===== src/rtl/nn_sequencer_if.sv =====
// nn_sequencer_if: host, per-layer handshake/bus and SDRAM master signals of the sequencer
// master: sequencer side (drives ready/grant returns/m_* requests); slave: environment side
interface nn_sequencer_if;
  logic        start, busy, done, error;
  logic [31:0] toHexLed;
  logic        l1_ready, l2_ready, l3_ready;
  logic        l1_done, l2_done, l3_done;
  logic        l1_read_n, l2_read_n, l3_read_n;
  logic        l1_write_n, l2_write_n, l3_write_n;
  logic [31:0] l1_address, l2_address, l3_address;
  logic [15:0] l1_writedata, l2_writedata, l3_writedata;
  logic        l1_waitrequest, l2_waitrequest, l3_waitrequest;
  logic        l1_readdatavalid, l2_readdatavalid, l3_readdatavalid;
  logic [15:0] l1_readdata, l2_readdata, l3_readdata;
  logic        m_waitrequest, m_readdatavalid;
  logic [15:0] m_readdata;
  logic        m_read_n, m_write_n;
  logic [31:0] m_address;
  logic [15:0] m_writedata;
  logic        m_chipselect;
  logic [1:0]  m_byteenable;
  modport master (
    input  start, l1_done, l2_done, l3_done,
           l1_read_n, l2_read_n, l3_read_n, l1_write_n, l2_write_n, l3_write_n,
           l1_address, l2_address, l3_address, l1_writedata, l2_writedata, l3_writedata,
           m_waitrequest, m_readdatavalid, m_readdata,
    output busy, done, error, toHexLed, l1_ready, l2_ready, l3_ready,
           l1_waitrequest, l2_waitrequest, l3_waitrequest,
           l1_readdatavalid, l2_readdatavalid, l3_readdatavalid,
           l1_readdata, l2_readdata, l3_readdata,
           m_read_n, m_write_n, m_address, m_writedata, m_chipselect, m_byteenable
  );
  modport slave (
    output start, l1_done, l2_done, l3_done,
           l1_read_n, l2_read_n, l3_read_n, l1_write_n, l2_write_n, l3_write_n,
           l1_address, l2_address, l3_address, l1_writedata, l2_writedata, l3_writedata,
           m_waitrequest, m_readdatavalid, m_readdata,
    input  busy, done, error, toHexLed, l1_ready, l2_ready, l3_ready,
           l1_waitrequest, l2_waitrequest, l3_waitrequest,
           l1_readdatavalid, l2_readdatavalid, l3_readdatavalid,
           l1_readdata, l2_readdata, l3_readdata,
           m_read_n, m_write_n, m_address, m_writedata, m_chipselect, m_byteenable
  );
endinterface


===== src/rtl/nn_sequencer.sv =====
// nn_sequencer: runs layers 1..3 in order via ready/done handshakes and muxes the granted layer onto the SDRAM master
// ports: clk, reset (sync, active-high), bus (nn_sequencer_if.master); optional watchdog enabled by SEQ_TIMEOUT_EN
module nn_sequencer #(
  parameter logic [31:0] TIMEOUT_CYCLES = 32'd4_000_000
) (
  input logic             clk,
  input logic             reset,
  nn_sequencer_if.master  bus
);
  typedef enum logic [3:0] {IDLE, RUN_L1, DROP_L1, RUN_L2, DROP_L2, RUN_L3, DROP_L3, DONE, ERROR} state_e;
  state_e      state_q, state_d;
  logic [31:0] cnt_q, cnt_d;
  logic [2:0]  ready_q, ld;
  logic        busy_q, done_q, error_q, tmo;
  logic [1:0]  gnt;
  assign ld = {bus.l3_done, bus.l2_done, bus.l1_done};
`ifdef SEQ_TIMEOUT_EN
  logic [31:0] wd_q;
  logic        run;
  assign run = state_q inside {RUN_L1, RUN_L2, RUN_L3};
  assign tmo = run && wd_q == TIMEOUT_CYCLES - 32'd1;
  always_ff @(posedge clk)
    if (reset || state_d != state_q) wd_q <= '0;
    else if (run) wd_q <= wd_q + 32'd1;
`else
  logic unused_tmo;
  assign unused_tmo = ^TIMEOUT_CYCLES;
  assign tmo = 1'b0;
`endif
  always_comb begin
    state_d = state_q;
    case (state_q)
      IDLE:    state_d = bus.start ? RUN_L1 : IDLE;
      RUN_L1:  state_d = tmo ? ERROR : ld[0] ? DROP_L1 : RUN_L1;
      DROP_L1: state_d = ld[0] ? DROP_L1 : RUN_L2;
      RUN_L2:  state_d = tmo ? ERROR : ld[1] ? DROP_L2 : RUN_L2;
      DROP_L2: state_d = ld[1] ? DROP_L2 : RUN_L3;
      RUN_L3:  state_d = tmo ? ERROR : ld[2] ? DROP_L3 : RUN_L3;
      DROP_L3: state_d = ld[2] ? DROP_L3 : DONE;
      DONE:    state_d = bus.start ? DONE : IDLE;
      ERROR:   state_d = bus.start ? ERROR : IDLE;
      default: state_d = IDLE;
    endcase
  end
  assign cnt_d = (state_q == IDLE && state_d == RUN_L1) ? '0 :
                 (busy_q && ~&cnt_q) ? cnt_q + 32'd1 : cnt_q;
  always_ff @(posedge clk) begin
    if (reset) begin
      state_q <= IDLE;
      ready_q <= '0;
      busy_q  <= 1'b0;
      done_q  <= 1'b0;
      error_q <= 1'b0;
      cnt_q   <= '0;
    end else begin
      state_q <= state_d;
      ready_q <= {state_d == RUN_L3, state_d == RUN_L2, state_d == RUN_L1};
      busy_q  <= state_d inside {RUN_L1, DROP_L1, RUN_L2, DROP_L2, RUN_L3, DROP_L3};
      done_q  <= state_d == DONE;
      error_q <= state_d == ERROR;
      cnt_q   <= cnt_d;
    end
  end
  assign gnt = (state_q == RUN_L1 || state_q == DROP_L1) ? 2'd1 :
               (state_q == RUN_L2 || state_q == DROP_L2) ? 2'd2 :
               (state_q == RUN_L3 || state_q == DROP_L3) ? 2'd3 : 2'd0;
  assign bus.busy     = busy_q;
  assign bus.done     = done_q;
  assign bus.error    = error_q;
  assign bus.toHexLed = {cnt_q[27:0], state_q};
  assign bus.l1_ready = ready_q[0];
  assign bus.l2_ready = ready_q[1];
  assign bus.l3_ready = ready_q[2];
  // a simultaneous read+write request is forwarded as a write only
  assign bus.m_read_n = gnt == 2'd1 ? (bus.l1_read_n | ~bus.l1_write_n) :
                        gnt == 2'd2 ? (bus.l2_read_n | ~bus.l2_write_n) :
                        gnt == 2'd3 ? (bus.l3_read_n | ~bus.l3_write_n) : 1'b1;
  assign bus.m_write_n = gnt == 2'd1 ? bus.l1_write_n : gnt == 2'd2 ? bus.l2_write_n :
                         gnt == 2'd3 ? bus.l3_write_n : 1'b1;
  assign bus.m_address = gnt == 2'd1 ? bus.l1_address : gnt == 2'd2 ? bus.l2_address :
                         gnt == 2'd3 ? bus.l3_address : '0;
  assign bus.m_writedata = gnt == 2'd1 ? bus.l1_writedata : gnt == 2'd2 ? bus.l2_writedata :
                           gnt == 2'd3 ? bus.l3_writedata : '0;
  assign bus.m_chipselect = 1'b1;
  assign bus.m_byteenable = 2'b11;
  assign bus.l1_waitrequest   = gnt == 2'd1 ? bus.m_waitrequest : 1'b1;
  assign bus.l2_waitrequest   = gnt == 2'd2 ? bus.m_waitrequest : 1'b1;
  assign bus.l3_waitrequest   = gnt == 2'd3 ? bus.m_waitrequest : 1'b1;
  assign bus.l1_readdatavalid = gnt == 2'd1 && bus.m_readdatavalid;
  assign bus.l2_readdatavalid = gnt == 2'd2 && bus.m_readdatavalid;
  assign bus.l3_readdatavalid = gnt == 2'd3 && bus.m_readdatavalid;
  assign bus.l1_readdata = bus.m_readdata;
  assign bus.l2_readdata = bus.m_readdata;
  assign bus.l3_readdata = bus.m_readdata;
endmodule


===== src/flat_wrapper.sv =====
// flat-port wrapper written by rule: the top's interface ports become plain ports
module nn_sequencer_flat 
#(
  parameter logic [31:0] TIMEOUT_CYCLES = 32'd4_000_000
)
  (clk, reset, bus_start, bus_l1_done, bus_l2_done, bus_l3_done, bus_l1_read_n, bus_l2_read_n, bus_l3_read_n, bus_l1_write_n, bus_l2_write_n, bus_l3_write_n, bus_l1_address, bus_l2_address, bus_l3_address, bus_l1_writedata, bus_l2_writedata, bus_l3_writedata, bus_m_waitrequest, bus_m_readdatavalid, bus_m_readdata, bus_busy, bus_done, bus_error, bus_toHexLed, bus_l1_ready, bus_l2_ready, bus_l3_ready, bus_l1_waitrequest, bus_l2_waitrequest, bus_l3_waitrequest, bus_l1_readdatavalid, bus_l2_readdatavalid, bus_l3_readdatavalid, bus_l1_readdata, bus_l2_readdata, bus_l3_readdata, bus_m_read_n, bus_m_write_n, bus_m_address, bus_m_writedata, bus_m_chipselect, bus_m_byteenable);
  nn_sequencer_if bus_i ();
  input logic clk;
  input logic reset;
  input wire logic [$bits(bus_i.start)-1:0] bus_start;
  input wire logic [$bits(bus_i.l1_done)-1:0] bus_l1_done;
  input wire logic [$bits(bus_i.l2_done)-1:0] bus_l2_done;
  input wire logic [$bits(bus_i.l3_done)-1:0] bus_l3_done;
  input wire logic [$bits(bus_i.l1_read_n)-1:0] bus_l1_read_n;
  input wire logic [$bits(bus_i.l2_read_n)-1:0] bus_l2_read_n;
  input wire logic [$bits(bus_i.l3_read_n)-1:0] bus_l3_read_n;
  input wire logic [$bits(bus_i.l1_write_n)-1:0] bus_l1_write_n;
  input wire logic [$bits(bus_i.l2_write_n)-1:0] bus_l2_write_n;
  input wire logic [$bits(bus_i.l3_write_n)-1:0] bus_l3_write_n;
  input wire logic [$bits(bus_i.l1_address)-1:0] bus_l1_address;
  input wire logic [$bits(bus_i.l2_address)-1:0] bus_l2_address;
  input wire logic [$bits(bus_i.l3_address)-1:0] bus_l3_address;
  input wire logic [$bits(bus_i.l1_writedata)-1:0] bus_l1_writedata;
  input wire logic [$bits(bus_i.l2_writedata)-1:0] bus_l2_writedata;
  input wire logic [$bits(bus_i.l3_writedata)-1:0] bus_l3_writedata;
  input wire logic [$bits(bus_i.m_waitrequest)-1:0] bus_m_waitrequest;
  input wire logic [$bits(bus_i.m_readdatavalid)-1:0] bus_m_readdatavalid;
  input wire logic [$bits(bus_i.m_readdata)-1:0] bus_m_readdata;
  output wire logic [$bits(bus_i.busy)-1:0] bus_busy;
  output wire logic [$bits(bus_i.done)-1:0] bus_done;
  output wire logic [$bits(bus_i.error)-1:0] bus_error;
  output wire logic [$bits(bus_i.toHexLed)-1:0] bus_toHexLed;
  output wire logic [$bits(bus_i.l1_ready)-1:0] bus_l1_ready;
  output wire logic [$bits(bus_i.l2_ready)-1:0] bus_l2_ready;
  output wire logic [$bits(bus_i.l3_ready)-1:0] bus_l3_ready;
  output wire logic [$bits(bus_i.l1_waitrequest)-1:0] bus_l1_waitrequest;
  output wire logic [$bits(bus_i.l2_waitrequest)-1:0] bus_l2_waitrequest;
  output wire logic [$bits(bus_i.l3_waitrequest)-1:0] bus_l3_waitrequest;
  output wire logic [$bits(bus_i.l1_readdatavalid)-1:0] bus_l1_readdatavalid;
  output wire logic [$bits(bus_i.l2_readdatavalid)-1:0] bus_l2_readdatavalid;
  output wire logic [$bits(bus_i.l3_readdatavalid)-1:0] bus_l3_readdatavalid;
  output wire logic [$bits(bus_i.l1_readdata)-1:0] bus_l1_readdata;
  output wire logic [$bits(bus_i.l2_readdata)-1:0] bus_l2_readdata;
  output wire logic [$bits(bus_i.l3_readdata)-1:0] bus_l3_readdata;
  output wire logic [$bits(bus_i.m_read_n)-1:0] bus_m_read_n;
  output wire logic [$bits(bus_i.m_write_n)-1:0] bus_m_write_n;
  output wire logic [$bits(bus_i.m_address)-1:0] bus_m_address;
  output wire logic [$bits(bus_i.m_writedata)-1:0] bus_m_writedata;
  output wire logic [$bits(bus_i.m_chipselect)-1:0] bus_m_chipselect;
  output wire logic [$bits(bus_i.m_byteenable)-1:0] bus_m_byteenable;
  assign bus_i.start = bus_start;
  assign bus_i.l1_done = bus_l1_done;
  assign bus_i.l2_done = bus_l2_done;
  assign bus_i.l3_done = bus_l3_done;
  assign bus_i.l1_read_n = bus_l1_read_n;
  assign bus_i.l2_read_n = bus_l2_read_n;
  assign bus_i.l3_read_n = bus_l3_read_n;
  assign bus_i.l1_write_n = bus_l1_write_n;
  assign bus_i.l2_write_n = bus_l2_write_n;
  assign bus_i.l3_write_n = bus_l3_write_n;
  assign bus_i.l1_address = bus_l1_address;
  assign bus_i.l2_address = bus_l2_address;
  assign bus_i.l3_address = bus_l3_address;
  assign bus_i.l1_writedata = bus_l1_writedata;
  assign bus_i.l2_writedata = bus_l2_writedata;
  assign bus_i.l3_writedata = bus_l3_writedata;
  assign bus_i.m_waitrequest = bus_m_waitrequest;
  assign bus_i.m_readdatavalid = bus_m_readdatavalid;
  assign bus_i.m_readdata = bus_m_readdata;
  assign bus_busy = bus_i.busy;
  assign bus_done = bus_i.done;
  assign bus_error = bus_i.error;
  assign bus_toHexLed = bus_i.toHexLed;
  assign bus_l1_ready = bus_i.l1_ready;
  assign bus_l2_ready = bus_i.l2_ready;
  assign bus_l3_ready = bus_i.l3_ready;
  assign bus_l1_waitrequest = bus_i.l1_waitrequest;
  assign bus_l2_waitrequest = bus_i.l2_waitrequest;
  assign bus_l3_waitrequest = bus_i.l3_waitrequest;
  assign bus_l1_readdatavalid = bus_i.l1_readdatavalid;
  assign bus_l2_readdatavalid = bus_i.l2_readdatavalid;
  assign bus_l3_readdatavalid = bus_i.l3_readdatavalid;
  assign bus_l1_readdata = bus_i.l1_readdata;
  assign bus_l2_readdata = bus_i.l2_readdata;
  assign bus_l3_readdata = bus_i.l3_readdata;
  assign bus_m_read_n = bus_i.m_read_n;
  assign bus_m_write_n = bus_i.m_write_n;
  assign bus_m_address = bus_i.m_address;
  assign bus_m_writedata = bus_i.m_writedata;
  assign bus_m_chipselect = bus_i.m_chipselect;
  assign bus_m_byteenable = bus_i.m_byteenable;
  nn_sequencer #(.TIMEOUT_CYCLES(TIMEOUT_CYCLES)) u_core (.clk(clk), .reset(reset), .bus(bus_i));
endmodule

===== config.mk =====
export PLATFORM = sky130hd
export DESIGN_NAME = nn_sequencer_flat
export DESIGN_NICKNAME = d
export VERILOG_FILES = /design/src/rtl/nn_sequencer_if.sv /design/src/rtl/nn_sequencer.sv /design/src/flat_wrapper.sv
export SDC_FILE = /design/constraint.sdc
export NUM_CORES = 1
export LEC_CHECK = 0
export ABC_AREA = 1
export BUFFER_PORTS_ARGS = -buffer_cell sky130_fd_sc_hd__buf_2
export CAP_MARGIN = 20
export CORE_AREA = 2 2 125 127
export DETAILED_ROUTE_END_ITERATION = 6
export DIE_AREA = 0 0 127 129
export GPL_TIMING_DRIVEN = 0
export MAX_ROUTING_LAYER = met4
export PLACE_DENSITY_LB_ADDON = 0.25
export REMOVE_ABC_BUFFERS = 1
export SYNTH_ARGS = -nofsm -noshare
export SYNTH_HDL_FRONTEND = slang
export SYNTH_SLANG_ARGS = --single-unit

===== constraint.sdc =====
create_clock -name clk -period 3.7 [get_ports clk]
set_input_delay 0.37 -clock clk [delete_from_list [all_inputs] [get_ports clk]]
set_output_delay 0.37 -clock clk [all_outputs]
set_load 0.01 [all_outputs]

==> After elaboration in Yosys (flattened, before gate mapping) <==
Cells that the tools add are included.
{ "classes": {"add_sub_neg": 1, "eq_ne": 19, "n_mux": 28, "bitwise": 6, "n_reduce_logical": 13} }
{ "op_table": {"columns": ["cell", "n"], "rows": [
  ["2-to-1 mux 32 bit", 3],
  ["2-to-1 mux 16 bit", 3],
  ["case mux 4 bit (9 select lines)", 1],
  ["adder 32 x 1 -> 32 bit, second input constant", 1],
  ["equality test 4 x 3 -> 1 bit, second input constant", 8],
  ["AND reduction 32 bit", 1],
  ["equality test 4 x 2 -> 1 bit, second input constant", 4],
  ["2-to-1 mux 1 bit", 13],
  ["2-to-1 mux 2 bit", 5],
  ["equality test 4 x 1 -> 1 bit, second input constant", 2],
  ["equality test 4 bit, second input constant", 2],
  ["2-to-1 mux 3 bit", 2],
  ["nonzero test 6 bit", 1],
  ["logical AND 1 bit", 5],
  ["equality test 2 bit, second input constant", 2],
  ["zero test 4 bit", 1],
  ["2-to-1 mux 4 bit", 1],
  ["logical OR 1 bit", 3],
  ["NOT 1 bit", 3],
  ["OR 1 bit", 3],
  ["equality test 2 x 1 -> 1 bit, second input constant", 1],
  ["OR reduction 2 bit", 1],
  ["zero test 1 bit", 1]
]} }
{ "totals": {"regBits": 42, "output_inout_bits": 145, "word_cells": 73} }

==> Logic depth before layout (Yosys ltp) <==
{ "depth": {"ltp_word": 9, "depth_mapped": 12, "mapped_depth_nobuf": 10} }

==> Least setup slack after synthesis <==
No wires, ideal clock.
{ "synth_path": {"path_type": "flip-flop to output port", "from": "register u_core.state_q[2]", "to": "output port bus_m_read_n", "t_arrival_ps": 1385, "required_time_ps": 3330, "setup_slack_ps": 1945, "stages_incl_launch_ff": 9, "path_cell_list": "dfxtp_1 > inv_1 > nor2_1 > nand2_1 > inv_2 > clkbuf_1 > nand2_1 > o22ai_1 > nor2_1"} }
{ "synth_via": {"elab_chain_len": 9} }
{ "synth_lines": {"columns": ["element", "line_no", "source"], "rows": [
  ["from (decl)", "nn_sequencer.sv:11", "state_e state_q, state_d;"],
  ["from (signal assigned)", "nn_sequencer.sv:56", "state_q <= state_d;"],
  ["equality test 4 x 3 -> 1 bit", "nn_sequencer.sv:66", "(state_q == RUN_L3 || state_q == DROP_L3) ? 2'd3 : 2'd0;"],
  ["logical OR 1 bit", "nn_sequencer.sv:66", null],
  ["2-to-1 mux 2 bit", "nn_sequencer.sv:66", null],
  ["2-to-1 mux 2 bit", "nn_sequencer.sv:65", "(state_q == RUN_L2 || state_q == DROP_L2) ? 2'd2 :"],
  ["2-to-1 mux 2 bit *", "nn_sequencer.sv:64", "assign gnt = (state_q == RUN_L1 || state_q == DROP_L1) ? 2'd1 :"],
  ["equality test 2 bit", "nn_sequencer.sv:77", "gnt == 2'd3 ? (bus.l3_read_n | ~bus.l3_write_n) : 1'b1;"],
  ["2-to-1 mux 1 bit", "nn_sequencer.sv:77", null],
  ["2-to-1 mux 1 bit", "nn_sequencer.sv:76", "gnt == 2'd2 ? (bus.l2_read_n | ~bus.l2_write_n) :"],
  ["2-to-1 mux 1 bit *", "nn_sequencer.sv:75", "assign bus.m_read_n = gnt == 2'd1 ? (bus.l1_read_n | ~bus.l1_write_n) :"],
  ["to (decl)", "flat_wrapper.sv:45", "output wire logic [$bits(bus_i.m_read_n)-1:0] bus_m_read_n;"]
]} }
Mark *: on every way between the ends. The rest lies on a longest branch, timed or not.

==> Worst setup path in the final report <==
{ "layout_path": {"from": "register u_core.state_q[2]", "to": "output port bus_m_writedata[9]"} }
{ "layout_via": {"elab_chain_len": 9} }
{ "layout_lines": {"columns": ["element", "line_no", "source"], "rows": [
  ["equality test 4 x 3 -> 1 bit", "nn_sequencer.sv:66", null],
  ["logical OR 1 bit", "nn_sequencer.sv:66", null],
  ["2-to-1 mux 2 bit", "nn_sequencer.sv:66", null],
  ["2-to-1 mux 2 bit", "nn_sequencer.sv:65", null],
  ["2-to-1 mux 2 bit *", "nn_sequencer.sv:64", null],
  ["equality test 2 bit", "nn_sequencer.sv:83", "gnt == 2'd3 ? bus.l3_writedata : '0;"],
  ["2-to-1 mux 16 bit", "nn_sequencer.sv:83", null],
  ["2-to-1 mux 16 bit", "nn_sequencer.sv:82", "assign bus.m_writedata = gnt == 2'd1 ? bus.l1_writedata : gnt == 2'd2 ? bus.l2_writedata :"],
  ["2-to-1 mux 16 bit *", "nn_sequencer.sv:82", null],
  ["to (decl)", "flat_wrapper.sv:48", "output wire logic [$bits(bus_i.m_writedata)-1:0] bus_m_writedata;"]
]} }
Marked as above.

==> results.cfg <==
[status]
outcome = finished, final reports clean

[synthesis]
synth-compound-area-share = 0.05464
yosysWarnings = 0
synth_ff_type = dfxtp_1
netlist_instances = 730
synth_seq_cells = 42
synth_xor_xnor_area_share = 0.02778
syn_area_um2 = 4099
synth_top_family_by_area = simple AND/OR/NAND/NOR gates
synth_cell_types = 28
synth_top_area_cell = nand2_1
async_flop_share = 0
avgSynthCellArea_um2 = 5.615
synth-simple-area-share = 0.4887
synthAdderAreaFrac = 0.003053
synth-edff-count = 0
synth_mux_area_frac = 0
yosysTopAreaCellShare = 0.3004
yosysSeqAreaShare = 0.2051
synth_area_leaders = nand2_1 (30%), dfxtp_1 (21%), buf_4 (15%), nand3_1 (8.9%), nor2_1 (6.3%)

[drt]
drcViolationCount = 0
wirelength_mm = 18.08
drt-vias-per-instance = 4.515
drtIter0Drc = 199
final_antenna_net_count = 0
vias = 4885
wire_per_inst_um = 16.71
firstDrtPassIters = 4

[sta]
tns_ns = 0
final-setup-viol-count = 0
max_freq_mhz = 352.2
hold_viol = 0
clock_skew_ns = 0.004169
fin_crit_ns = 2.839
maxSlewViolCount = 0
tightest_slew_ns = 0.8906
fin_crit_sh = 0.7673
slew_headroom = 0.4054
rsz0062_at_grt = no

[worst_setup_path]
crit_end = bus_m_writedata[9]
startpoint_type = register
cp-startpoint = u_core.state_q[2]$_SDFF_PP0_
r2r_cells = 10
cp_data_arrival_time_ns = 2.47
path_buf_inv = 3
crit_family = simple AND/OR/NAND/NOR gates
crit_cells = 7
cp-end-kind = output pin
crit_type = register to output pin
r2r_setup_slack_ns = 1.43
r2r-end = u_core.cnt_q[31]$_SDFFE_PP0P_
crit_top_cell = nand2_1
cp_max_fo = 50
cpMaxStageDelayCell = inv_2
cp.required_ns = 3.33
reg2reg_from = u_core.cnt_q[0]$_SDFFE_PP0P_
cp_slowest_stage_delay_ns = 0.66
cp_cell_sequence = inv_1, nor2_1, nand2_1, inv_2, nand2_1, nand3_1, buf_2

[run]
drv_cap = 0

[floorplanning]
dieArea_um2 = 16380
coreArea_um2 = 14980
io_pins = 319
die_h_um = 129
rows = 45
start_util = 0.2737
die-width_um = 127

[pwr]
vdd_ir_drop_max_mv = 0.1785
p_total_uw = 1426
p_leak_uw = 0.002541
powerDensity_nw_per_um2 = 279.0

[worst_hold_path]
hold_class = primary input to register

[clock_tree]
clock_latency_ns = 0.28
cts_hold_buf = 0
path_clk_slew_ns = 0.06
root_buffer = clkbuf_16
max-clock-path-buffers = 2
cts_buffers = 5
h-tree-depth = 2
cts_tree = built
ctsResizeCount = 0
cts_sinks = 42
cts_setup_buffers = 0

[final_layout]
final_nets = 1065
drive_gt1_frac = 0.3191
area_growth_pct = 24.66

[grt]
antenna_found_initial = 3
grt_max_degree = 51
grt_usage = 0.2155
grt_pass1_wl_mm = 25.74
grt_pass1_vias = 4404
gr-total-overflow = 0

[place]
port_buffers = 251
gp_congestion = 0.8612
hpwlAfterDp_mm = 15.40
## cell usage in the layout (no fill, tap or decap), drive strengths merged, types with 5 or more instances in the layout
cell,n
nand2,333
buf,254
nand3,73
nor2,73
inv,43
dfxtp,42
a21oi,30
xor2,8
o21ai,6
clkbuf,6
xnor2,5
## cells in the mapped netlist (2+ instances only)
| cell type | count |
|---|---|
| buf_2 | 4 |
| xnor2_1 | 5 |
| inv_1 | 41 |
| nand3_1 | 73 |
| nor2_1 | 69 |
| nor2_2 | 2 |
| a21oi_1 | 20 |
| buf_1 | 2 |
| a21oi_2 | 10 |
| nor2_4 | 2 |
| buf_12 | 2 |
| buf_6 | 2 |
| dfxtp_1 | 42 |
| inv_2 | 2 |
| nand3b_1 | 2 |
| nand2_1 | 328 |
| nand4_1 | 4 |
| o21ai_0 | 6 |
| xor2_1 | 8 |
| clkbuf_1 | 13 |
| nand2_2 | 2 |
| nand2_4 | 3 |
| buf_4 | 80 |
| nor3_1 | 4 |
## routing by layer
metal	routed length, µm	part of all wire	global-route usage	up-vias
met1	7690	0.43	0.2586	2166
met2	8635	0.48	0.3504	193
li1	-	-	-	2507
met3	1312	0.073	0.06320	19
met4	440	0.024	0.06593	0
met5	0	0	-	-
## per-stage QoR
stage          instance area, µm²  hold slack, ns  cells  setup slack [ns]  utilization
3_5_place_dp                 4931          0.5045   1071             1.068       0.3292
3_3_place_gp                 4858          0.4940   1068            0.3858       0.3244
5_1_grt                      5107          0.3250   1081            0.5612       0.3410
2_1_floorplan                3367          0.4424    629             1.386            -
6_report                     5110          0.3205   1082            0.8610       0.3412
4_1_cts                      5100          0.3184   1078            0.7417       0.3405
## how the worst min path moves through the flow
stage,start,to,depth (start not counted)
2_1_floorplan,reset,u_core.bus.error$_SDFF_PP0_,1
3_3_place_gp,u_core.cnt_q[31]$_SDFFE_PP0P_,u_core.cnt_q[31]$_SDFFE_PP0P_,2
3_5_place_dp,u_core.cnt_q[31]$_SDFFE_PP0P_,u_core.cnt_q[31]$_SDFFE_PP0P_,2
4_1_cts,reset,u_core.state_q[2]$_SDFF_PP0_,2
5_1_grt,reset,u_core.state_q[3]$_SDFF_PP0_,2
6_report,reset,u_core.state_q[3]$_SDFF_PP0_,2
## sequential cells by signal, indices dropped and copies added (netlist names)
register / cells
u_core.bus.busy: 1
u_core.cnt_q: 32
u_core.bus.error: 1
u_core.ready_q: 3
u_core.state_q: 4
u_core.bus.done: 1
## worst register-to-register path, delay by kind of cell, from the launching register on
kind	cells	cell delay [ns]
AOI/OAI and AO/OA	1	0.06
adders and majority gates	1	0.25
buffers and inverters	2	0.39
DFF	1	0.40
and+or+nand+nor	6	1.02
## report_power, final
| part | internal [µW] | leakage [µW] | switching [µW] |
|---|---|---|---|
| combinational | 171 | 0.00212 | 278 |
| sequential | 460 | 0.000339 | 9.78 |
| clock | 333 | 0.0000830 | 174 |
## cell families after synthesis
kind of cell    count (synthesis)
compound gates                 37
xor+xnor                       13
fa+ha+maj                       1
buf+inv                       146
flops                          42
other cells                     1
simple gates                  490
## cell type report
type | count | area, µm²
fillers | 1771 | 9867
multi-input cells | 544 | 2370
repair buffers | 254 | 1324
flip-flops and latches | 42 | 840.8
well taps | 188 | 235.2
inverters | 43 | 161.4
clock buffers | 6 | 138.9
clock inverters | 1 | 30.03
diodes | 4 | 10.01
No activity file was read; power rests on OpenSTA's default activity.
